## src/rtl/decode_stage.sv

```systemverilog
// Registered instruction-decode stage between fetch and ALU issue.
// Extended opcodes take their low half from a register-file read issued in the accept cycle.
module decode_stage #(
  parameter int WORD_W     = 32,
  parameter int OP_W       = 4,
  parameter int REG_AW     = 4,
  parameter int IMM_W      = 16,
  parameter int EXT_THRESH = 8
) (
  input  logic                clk,
  input  logic                rst_n,
  input  logic                flush,
  input  logic                in_valid,
  output logic                in_ready,
  input  logic [WORD_W-1:0]   in_inst,
  output logic                rf_re,
  output logic [REG_AW-1:0]   rf_raddr,
  input  logic [WORD_W-1:0]   rf_rdata,
  output logic                out_valid,
  input  logic                out_ready,
  output logic [2*OP_W-1:0]   out_opcode,
  output logic [REG_AW-1:0]   out_rd,
  output logic [REG_AW-1:0]   out_rs,
  output logic                out_isfloat,
  output logic                out_src,
  output logic [1:0]          out_dst,
  output logic                out_iswrite,
  output logic [IMM_W-1:0]    out_imm,
  output logic                out_ext
);

  // Handshake: a transfer happens on a rising edge where valid && ready are both high;
  // out_* fields are held constant while out_valid && !out_ready.

  localparam int DST_LO  = IMM_W;
  localparam int SRC_BIT = IMM_W + 2;
  localparam int FLT_BIT = IMM_W + 3;
  localparam int RS_LO   = IMM_W + 4;
  localparam int RD_LO   = RS_LO + REG_AW;
  localparam int OPM_LO  = RD_LO + REG_AW;

  if (OP_W + 2 * REG_AW + 4 + IMM_W != WORD_W) begin : g_layout_err
    $error("decode_stage: OP_W + 2*REG_AW + 4 + IMM_W must equal WORD_W");
  end

  typedef enum logic [1:0] {
    ST_EMPTY = 2'd0,
    ST_FULL  = 2'd1,
    ST_EXT   = 2'd2
  } state_t;

  state_t state_q, state_d;

  logic [OP_W-1:0]   op_msb_q, op_msb_d;
  logic [OP_W-1:0]   op_lsb_q, op_lsb_d;
  logic [REG_AW-1:0] rd_q, rd_d;
  logic [REG_AW-1:0] rs_q, rs_d;
  logic              isfloat_q, isfloat_d;
  logic              src_q, src_d;
  logic [1:0]        dst_q, dst_d;
  logic              iswrite_q, iswrite_d;
  logic [IMM_W-1:0]  imm_q, imm_d;
  logic              ext_q, ext_d;
  logic              valid_q, valid_d;

  logic [OP_W-1:0]   in_op_msb;
  logic [OP_W-1:0]   in_op_lsb;
  logic [REG_AW-1:0] in_rd;
  logic [REG_AW-1:0] in_rs;
  logic              in_isfloat;
  logic              in_src;
  logic [1:0]        in_dst;
  logic [IMM_W-1:0]  in_imm;
  logic              in_is_ext;
  logic              accept;
  logic              ext_accept;
  logic              unused_rdata;

  assign in_op_msb  = in_inst[OPM_LO +: OP_W];
  assign in_rd      = in_inst[RD_LO +: REG_AW];
  assign in_rs      = in_inst[RS_LO +: REG_AW];
  assign in_isfloat = in_inst[FLT_BIT];
  assign in_src     = in_inst[SRC_BIT];
  assign in_dst     = in_inst[DST_LO +: 2];
  assign in_imm     = in_inst[IMM_W-1:0];
  assign in_op_lsb  = in_inst[IMM_W-1 -: OP_W];
  assign in_is_ext  = (int'(in_op_msb) > EXT_THRESH) && in_src;

  // Only the low opcode half of the read data is meaningful.
  assign unused_rdata = ^rf_rdata[WORD_W-1:OP_W];

  always_comb begin
    in_ready = 1'b0;
    if (rst_n && !flush) begin
      in_ready = (state_q == ST_EMPTY) || ((state_q == ST_FULL) && out_ready);
    end
  end

  assign accept     = in_valid && in_ready;
  assign ext_accept = accept && in_is_ext;
  assign rf_re      = ext_accept;
  assign rf_raddr   = ext_accept ? in_rs : '0;

  always_comb begin
    state_d   = state_q;
    op_msb_d  = op_msb_q;
    op_lsb_d  = op_lsb_q;
    rd_d      = rd_q;
    rs_d      = rs_q;
    isfloat_d = isfloat_q;
    src_d     = src_q;
    dst_d     = dst_q;
    iswrite_d = iswrite_q;
    imm_d     = imm_q;
    ext_d     = ext_q;

    if (flush) begin
      state_d = ST_EMPTY;
    end else begin
      case (state_q)
        ST_EXT: begin
          op_lsb_d = rf_rdata[OP_W-1:0];
          ext_d    = 1'b1;
          state_d  = ST_FULL;
        end
        ST_EMPTY, ST_FULL: begin
          if (accept) begin
            // Fields are captured for ext instructions too; only op_lsb is patched later.
            op_msb_d  = in_op_msb;
            op_lsb_d  = in_op_lsb;
            rd_d      = in_rd;
            rs_d      = in_rs;
            isfloat_d = in_isfloat;
            src_d     = in_src;
            dst_d     = in_dst;
            iswrite_d = &in_dst;
            imm_d     = in_imm;
            ext_d     = 1'b0;
            state_d   = in_is_ext ? ST_EXT : ST_FULL;
          end else if (state_q == ST_FULL && out_ready) begin
            state_d = ST_EMPTY;
          end
        end
        default: state_d = ST_EMPTY;
      endcase
    end

    valid_d = (state_d == ST_FULL);
  end

  always_ff @(posedge clk or negedge rst_n) begin
    if (!rst_n) begin
      state_q   <= ST_EMPTY;
      valid_q   <= 1'b0;
      op_msb_q  <= '0;
      op_lsb_q  <= '0;
      rd_q      <= '0;
      rs_q      <= '0;
      isfloat_q <= 1'b0;
      src_q     <= 1'b0;
      dst_q     <= '0;
      iswrite_q <= 1'b0;
      imm_q     <= '0;
      ext_q     <= 1'b0;
    end else begin
      state_q   <= state_d;
      valid_q   <= valid_d;
      op_msb_q  <= op_msb_d;
      op_lsb_q  <= op_lsb_d;
      rd_q      <= rd_d;
      rs_q      <= rs_d;
      isfloat_q <= isfloat_d;
      src_q     <= src_d;
      dst_q     <= dst_d;
      iswrite_q <= iswrite_d;
      imm_q     <= imm_d;
      ext_q     <= ext_d;
    end
  end

  assign out_valid   = valid_q;
  assign out_opcode  = {op_msb_q, op_lsb_q};
  assign out_rd      = rd_q;
  assign out_rs      = rs_q;
  assign out_isfloat = isfloat_q;
  assign out_src     = src_q;
  assign out_dst     = dst_q;
  assign out_iswrite = iswrite_q;
  assign out_imm     = imm_q;
  assign out_ext     = ext_q;

endmodule

```

## config.mk

```make
export PLATFORM = sky130hd
export DESIGN_NAME = decode_stage
export DESIGN_NICKNAME = d
export VERILOG_FILES = /design/src/rtl/decode_stage.sv
export SDC_FILE = /design/constraint.sdc
export NUM_CORES = 1
export LEC_CHECK = 0
export CAP_MARGIN = 30
export CELL_PAD_IN_SITES_DETAIL_PLACEMENT = 1
export CELL_PAD_IN_SITES_GLOBAL_PLACEMENT = 1
export CORE_ASPECT_RATIO = 0.6
export CORE_UTILIZATION = 30
export CTS_CLUSTER_DIAMETER = 40
export CTS_CLUSTER_SIZE = 8
export DETAILED_ROUTE_END_ITERATION = 7
export PLACE_DENSITY_LB_ADDON = 0.1
export SLEW_MARGIN = 30
export SYNTH_ARGS = -nofsm -noshare
export SYNTH_HDL_FRONTEND = slang
export SYNTH_SLANG_ARGS = --single-unit
```

## constraint.sdc

```tcl
create_clock -name clk -period 3.66 [get_ports clk]
set_input_delay 0.915 -clock clk [delete_from_list [all_inputs] [get_ports clk]]
set_output_delay 0.915 -clock clk [all_outputs]
set_load 0.05 [all_outputs]
```

==> results by group, run 1 <==
Critical path
  – Worst r2r path cells: 4
  – Setup crit end: rf_raddr[1]
  – Stages on worst setup path: 5
  – Cell chain of the critical path: clkdlybuf4s50_1, nand2_1, and3b_1, and3_1, buf_12
  – CP startpoint: in_valid
  – CP Launch Type: primary input
  – CP bufs+invs: 2
  – Maximum fanout along the worst path: 9
  – Crit-path leading delay family: simple AND/OR/NAND/NOR gates
  – Slowest stage delay, CP: 0.57 ns
  – CP endpoint kind: output port
  – R2R Path Start: state_q[1]$_DFF_PN0_
  – Worst Path Required: 2.74 ns
  – Crit Path Category: primary input to output port
  – CP max stage cell: clkdlybuf4s50_1
  – R2R Setup Slk: 1.82 ns
  – Arr. time, crit path: 2.47 ns
  – Critical R2R Capture: out_rd[0]$_DFFE_PN0P_

Timing
  – Slew @ Worst Pin: 0.569 ns
  – Post-layout minimum cycle time: 3.39 ns
  – Final worst-path cycle share: 0.925
  – Fmax: 295 MHz
  – Final WS setup: 0.274 ns
  – # setup viols final: 0
  – Setup TNS Final: 0 ns
  – Worst Skew: 0.00433 ns
  – RSZ-0062 raised after global routing: false
  – Slew margin rel.: 0.621
  – Final Hold Viols: 0
  – Slew Limit Fails: 0

Floorplan
  – Initial Util: 0.317
  – Chip width: 102 microns
  – Row Count: 21
  – Die Y-Extent: 61.8 microns
  – IO Count: 114
  – Die Area: 6280 sq um
  – CORE AREA: 5650 sq um

Power
  – Comb pwr share: 0.444
  – Net Sw Frac: 0.392
  – Int Power: 0.958 mW
  – Sequential share of power: 0.375
  – Psw: 0.618 mW
  – Leak Pwr: 1.21 nW
  – Peak supply drop: 0.000258 V
  – Clock power share: 0.181
  – PD cells: 555 nW/um^2

Clock tree
  – Clock Sinks: 41
  – Post-CTS Resized: 0
  – Hold-fix buffers, CTS: 0
  – Setup bufs post-CTS: 0
  – Clock slew at reported path FFs: 0.08 ns
  – H-tree levels: 2
  – Clock Tree Buf Depth: 2
  – Worst-Skew Late Latency: 0.29 ns
  – Clock Root Buffer: clkbuf_8
  – TritonCTS Buffers: 5
  – CTS tree: done

Placed design
  – DP HPWL: 3190 microns
  – IO buf count: 85
  – Cell Count Post-Placement: 275
  – Place WS: 0.252 ns
  – Gpl congestion: 0.640

Logic synthesis
  – Synth Warn #: 0
  – Register area share after synthesis: 0.574
  – Post-Syn Instances: 111
  – Cell Area, Synth: 1790 sq um
  – Yosys cell types: 21
  – Register bit total from synthesis: 41
  – Syn avg cell area: 16.1 sq um
  – Syn Nets: 180

Routing
  – ANT nets after route: 0
  – Pre-antenna DRT Iters: 2
  – WL/cell: 15.3 microns
  – WL final: 4330 microns
  – Residual DRC: 0
  – Via-per-instance ratio: 4.46
  – Via Count: 1262
  – DR iter-0 viols: 5

Flow run
  – Max Cap Viol: 0

Global routing
  – Pin count of the biggest net entering global routing: 45
  – Vias in the first global route: 1345
  – GRT overflow: 0
  – First-pass GRT wire length: 6640 microns
  – GRT Util Overall: 0.144
  – Initial antenna violation count: 0

Final layout
  – Register area: 1030 sq um
  – ANT cells: 0
  – Footprint of the multi-input gates: 693 sq um
  – Final net count: 271
  – Final core utilization: 0.503
  – Syn-to-layout area delta: 58.8%
  – Non-filler instance count after layout: 283
  – Fill cells: 583
  – Share of layout cells above drive strength 1: 0.296

Status
  – Status: completed

Min path
  – Hold Crit Class: flop to flop
==> sequential cells by signal, indices dropped and copies added (netlist names) <==
signal       count
out_rs           4
out_valid        1
op_msb_q         4
out_imm         16
op_lsb_q         4
out_ext          1
out_src          1
out_isfloat      1
out_dst          2
state_q          2
out_iswrite      1
out_rd           4
==> power groups by stage <==
| stage | Combinational (mW) | Sequential [mW] | Clock (mW) |
|---|---|---|---|
| 4_1_cts | 0.707 | 0.592 | 0.301 |
| 3_5_place_dp | 0.704 | 0.598 | 0 |
| 6_report | 0.700 | 0.591 | 0.286 |
| 2_1_floorplan | 0.127 | 0.909 | 0 |
| 5_1_grt | 0.730 | 0.602 | 0.320 |
| 3_3_place_gp | 0.700 | 0.593 | 0 |
==> area by class of cell <==
| type | instances | area share |
|---|---|---|
| Multi-Input combinational cell | 64 | 0.244 |
| Timing Repair Buffer | 89 | 0.330 |
| Tap cell | 80 | 0.0353 |
| Clock buffer | 8 | 0.0282 |
| Sequential cell | 41 | 0.361 |
| Inverter | 1 | 0.00132 |
==> routing by layer <==
metal | up-vias | GRT usage | wire (microns)
li1 | 574 | - | -
met1 | 631 | 0.186 | 1970
met2 | 50 | 0.223 | 1950
met3 | 7 | 0.0548 | 364
met4 | 0 | 0.0559 | 44
met5 | - | 0 | 0
==> logic make-up after synthesis <==
group           count (synthesis)  share of synthesized area
mux                            41                      0.287
compound gates                  8                     0.0336
simple gates                   15                     0.0672
buf+inv                         6                     0.0385
flops                          41                      0.574
==> worst min-delay path by stage <==
stage	start	end	slack [ns]	cells after the start
3_5_place_dp	out_ext$_DFFE_PN0P_	out_ext$_DFFE_PN0P_	0.47	1
5_1_grt	out_ext$_DFFE_PN0P_	out_ext$_DFFE_PN0P_	0.51	1
2_1_floorplan	state_q[1]$_DFF_PN0_	out_valid$_DFF_PN0_	0.61	2
4_1_cts	out_ext$_DFFE_PN0P_	out_ext$_DFFE_PN0P_	0.49	1
6_report	out_ext$_DFFE_PN0P_	out_ext$_DFFE_PN0P_	0.48	1
3_3_place_gp	out_ext$_DFFE_PN0P_	out_ext$_DFFE_PN0P_	0.46	1
==> cells in the mapped netlist (all sizes together) <==
| cell | n | area share |
|---|---|---|
| and3 | 5 | 0.017 |
| mux2 | 40 | 0.28 |
| a211oi | 1 | 0.0070 |
| a21o | 1 | 0.0042 |
| mux2i | 1 | 0.0056 |
| nor2 | 1 | 0.0021 |
| nand4 | 1 | 0.012 |
| buf | 5 | 0.036 |
| o21ai | 1 | 0.0028 |
| a21oi | 2 | 0.0056 |
| and2 | 2 | 0.0070 |
| nand2b | 2 | 0.015 |
| nor3b | 1 | 0.0042 |
| nand2 | 2 | 0.0042 |
| o21a | 2 | 0.0084 |
| and3b | 1 | 0.0049 |
| o311a | 1 | 0.0056 |
| dfrtp | 41 | 0.57 |
| inv | 1 | 0.0021 |
==> stage by stage <==
step | hold slack, ns | power (mW) | instance area [sq um]
after floorplan | 0.610 | 1.04 | 1790
after global placement | 0.463 | 1.29 | 2760
after detailed placement | 0.472 | 1.30 | 2760
after CTS | 0.490 | 1.60 | 2840
after global routing | 0.507 | 1.65 | 2840
final | 0.484 | 1.58 | 2840
==> worst reg2reg max path, delay by kind of cell (launching register included) <==
kind                   cells  cell delay, ns
AND/OR/NAND/NOR            2            0.58
multiplexers               1            0.36
flip-flops                 1            0.53
buffers and inverters      1            0.26
==> placed cells by master, fill, tap and decap left out, types with 3 or more instances in the layout <==
master	n
and3_1	5
buf_12	6
buf_4	4
clkbuf_1	3
clkbuf_8	5
clkdlybuf4s50_1	78
dfrtp_1	41
mux2_2	26
mux2_4	14
(Power assumes the default switching activity.)
==> run 2, diff against run 1 <==
--- a/config.mk
+++ b/config.mk
@@ -13,6 +13,7 @@
 export CTS_CLUSTER_DIAMETER = 40
 export CTS_CLUSTER_SIZE = 8
 export DETAILED_ROUTE_END_ITERATION = 7
+export MAX_ROUTING_LAYER = met4
 export PLACE_DENSITY_LB_ADDON = 0.1
 export SLEW_MARGIN = 30
 export SYNTH_ARGS = -nofsm -noshare
==> run 2 against run 1 <==
Effect of this change: combinational power about the same; critical path type unchanged; final area is the same; clock skew fell by 0.0010 ns; non-clock buffer count unchanged; sequential cell count unchanged; power about the same; critical path depth is the same; global-route usage grew 0.54 points; count of clock-buffer cells in the layout did not move.
==> results by group, run 2 (same netlist as run 1, synthesis figures left out) <==
Status
  – Status: completed

Critical path
  – CP bufs+invs: 2
  – CP endpoint kind: output port
  – CP max stage cell: clkdlybuf4s50_1
  – Worst Path Required: 2.74 ns
  – Arr. time, crit path: 2.47 ns
  – Cell chain of the critical path: clkdlybuf4s50_1, nand2_1, and3b_1, and3_1, buf_12
  – CP Launch Type: primary input
  – Crit Path Category: primary input to output port
  – Slowest stage delay, CP: 0.57 ns
  – Crit-path leading delay family: simple AND/OR/NAND/NOR gates
  – Maximum fanout along the worst path: 9

Global routing
  – Vias in the first global route: 1349
  – GRT overflow: 0
  – Initial antenna violation count: 0
  – Pin count of the biggest net entering global routing: 45
  – First-pass GRT wire length: 6640 microns
  – GRT Util Overall: 0.150

Routing
  – Via-per-instance ratio: 4.43
  – ANT nets after route: 0
  – WL final: 4350 microns
  – WL/cell: 15.4 microns
  – DR iter-0 viols: 8
  – Residual DRC: 0
  – Pre-antenna DRT Iters: 2
  – Via Count: 1255

Final layout
  – Max FFs per register: 16
  – Register area: 1030 sq um
  – Post-route cell area: 2840 sq um
  – Fill cells: 583
  – Commonest non-fill, non-tap cell in the layout: clkdlybuf4s50_1
  – Footprint of the multi-input gates: 693 sq um
  – Syn-to-layout area delta: 58.8%
  – Commonest cells after routing, fill and taps aside: clkdlybuf4s50_1, dfrtp_1, mux2_2
  – ANT cells: 0
  – Final net count: 271
  – Final core utilization: 0.503
  – Share of layout cells above drive strength 1: 0.296
  – Non-filler instance count after layout: 283

Min path
  – Hold Crit Class: flop to flop

Timing
  – Final Hold Viols: 0
  – Final worst-path cycle share: 0.925
  – Worst Skew: 0.00333 ns
  – RSZ-0062 raised after global routing: false
  – Slew margin rel.: 0.618
  – Setup TNS Final: 0 ns
  – Slew @ Worst Pin: 0.573 ns
  – Fmax: 295 MHz
  – Slew Limit Fails: 0
  – # setup viols final: 0
  – Final WS setup: 0.273 ns
  – Hold slack: 0.483 ns
  – Post-layout minimum cycle time: 3.39 ns

Clock tree
  – Clock Root Buffer: clkbuf_8
  – Hold-fix buffers, CTS: 0
  – CTS tree: done
  – Clock Sinks: 41
  – Clock Tree Buf Depth: 2
  – H-tree levels: 2
  – TritonCTS Buffers: 5
  – Post-CTS Resized: 0
  – Setup bufs post-CTS: 0
  – Worst-Skew Late Latency: 0.29 ns
  – Clock slew at reported path FFs: 0.08 ns

Power
  – Leak Pwr: 1.21 nW
  – PD cells: 555 nW/um^2
  – Peak supply drop: 0.000258 V
  – Overall power: 1.58 mW

Placed design
  – Post-place instance area: 2760 sq um
  – Gpl congestion: 0.645
  – Cell Count Post-Placement: 275
  – DP HPWL: 3190 microns
  – Place WS: 0.252 ns
  – IO buf count: 85

Floorplan
  – CORE AREA: 5650 sq um
  – Chip width: 102 microns
  – Die Y-Extent: 61.8 microns
  – IO Count: 114
  – Initial Util: 0.317
  – Die Area: 6280 sq um
  – Row Count: 21

Flow run
  – Max Cap Viol: 0
run 2: cell counts in the layout (fill, tap and decap cells not counted):
No cell type changed its count.
run 2: layer usage:
layer  up-vias  share of wire  global-route usage  wire (microns)
met5         -              0                   -               0
met4         0          0.010              0.0559              44
met3         7          0.076              0.0503             329
met2        50           0.45               0.221            1950
met1       625           0.47               0.191            2020
li1        573              -                   -               -
run 2: path summary, 6_finish.rpt:
kind	from	slack [ns]	depth (start not counted)	to
worst max register to register	state_q[1]$_DFF_PN0_	1.82	4	out_rd[0]$_DFFE_PN0P_
worst min-delay path	out_ext$_DFFE_PN0P_	0.48	1	out_ext$_DFFE_PN0P_
min in group asynchronous	rst_n	0.74	2	out_rd[0]$_DFFE_PN0P_
worst min register to register	out_ext$_DFFE_PN0P_	0.48	1	out_ext$_DFFE_PN0P_
max in group asynchronous	rst_n	2.54	2	out_rs[0]$_DFFE_PN0P_
worst max-delay path	in_valid	0.27	5	rf_raddr[1]
run 2: worst register-to-register path, stage by stage (launching register included):
cell     delay, ns
dfrtp_1       0.53
nor2_1        0.18
and3b_1       0.40
buf_4         0.26
mux2_2        0.36
run 2: layout make-up:
class / instances / area share
Clock buffer: 8 / 0.0282
Inverter: 1 / 0.00132
Multi-Input combinational cell: 64 / 0.244
Sequential cell: 41 / 0.361
Tap cell: 80 / 0.0353
Timing Repair Buffer: 89 / 0.330
run 2: power by group:
group | leakage [nW] | total [mW] | switching, mW | internal, mW
Sequential | 0.494 | 0.591 | 0.0489 | 0.542
Clock | 0.0395 | 0.286 | 0.150 | 0.136
Combinational | 0.678 | 0.700 | 0.419 | 0.281
==> run 3, diff against run 2 <==
--- a/config.mk
+++ b/config.mk
@@ -10,7 +10,6 @@
 export CELL_PAD_IN_SITES_GLOBAL_PLACEMENT = 1
 export CORE_ASPECT_RATIO = 0.6
 export CORE_UTILIZATION = 30
-export CTS_CLUSTER_DIAMETER = 40
 export CTS_CLUSTER_SIZE = 8
 export DETAILED_ROUTE_END_ITERATION = 7
 export MAX_ROUTING_LAYER = met4
==> results of run 3 <==
Same layout as run 2: the final DEF is identical, and so are final timing and power.
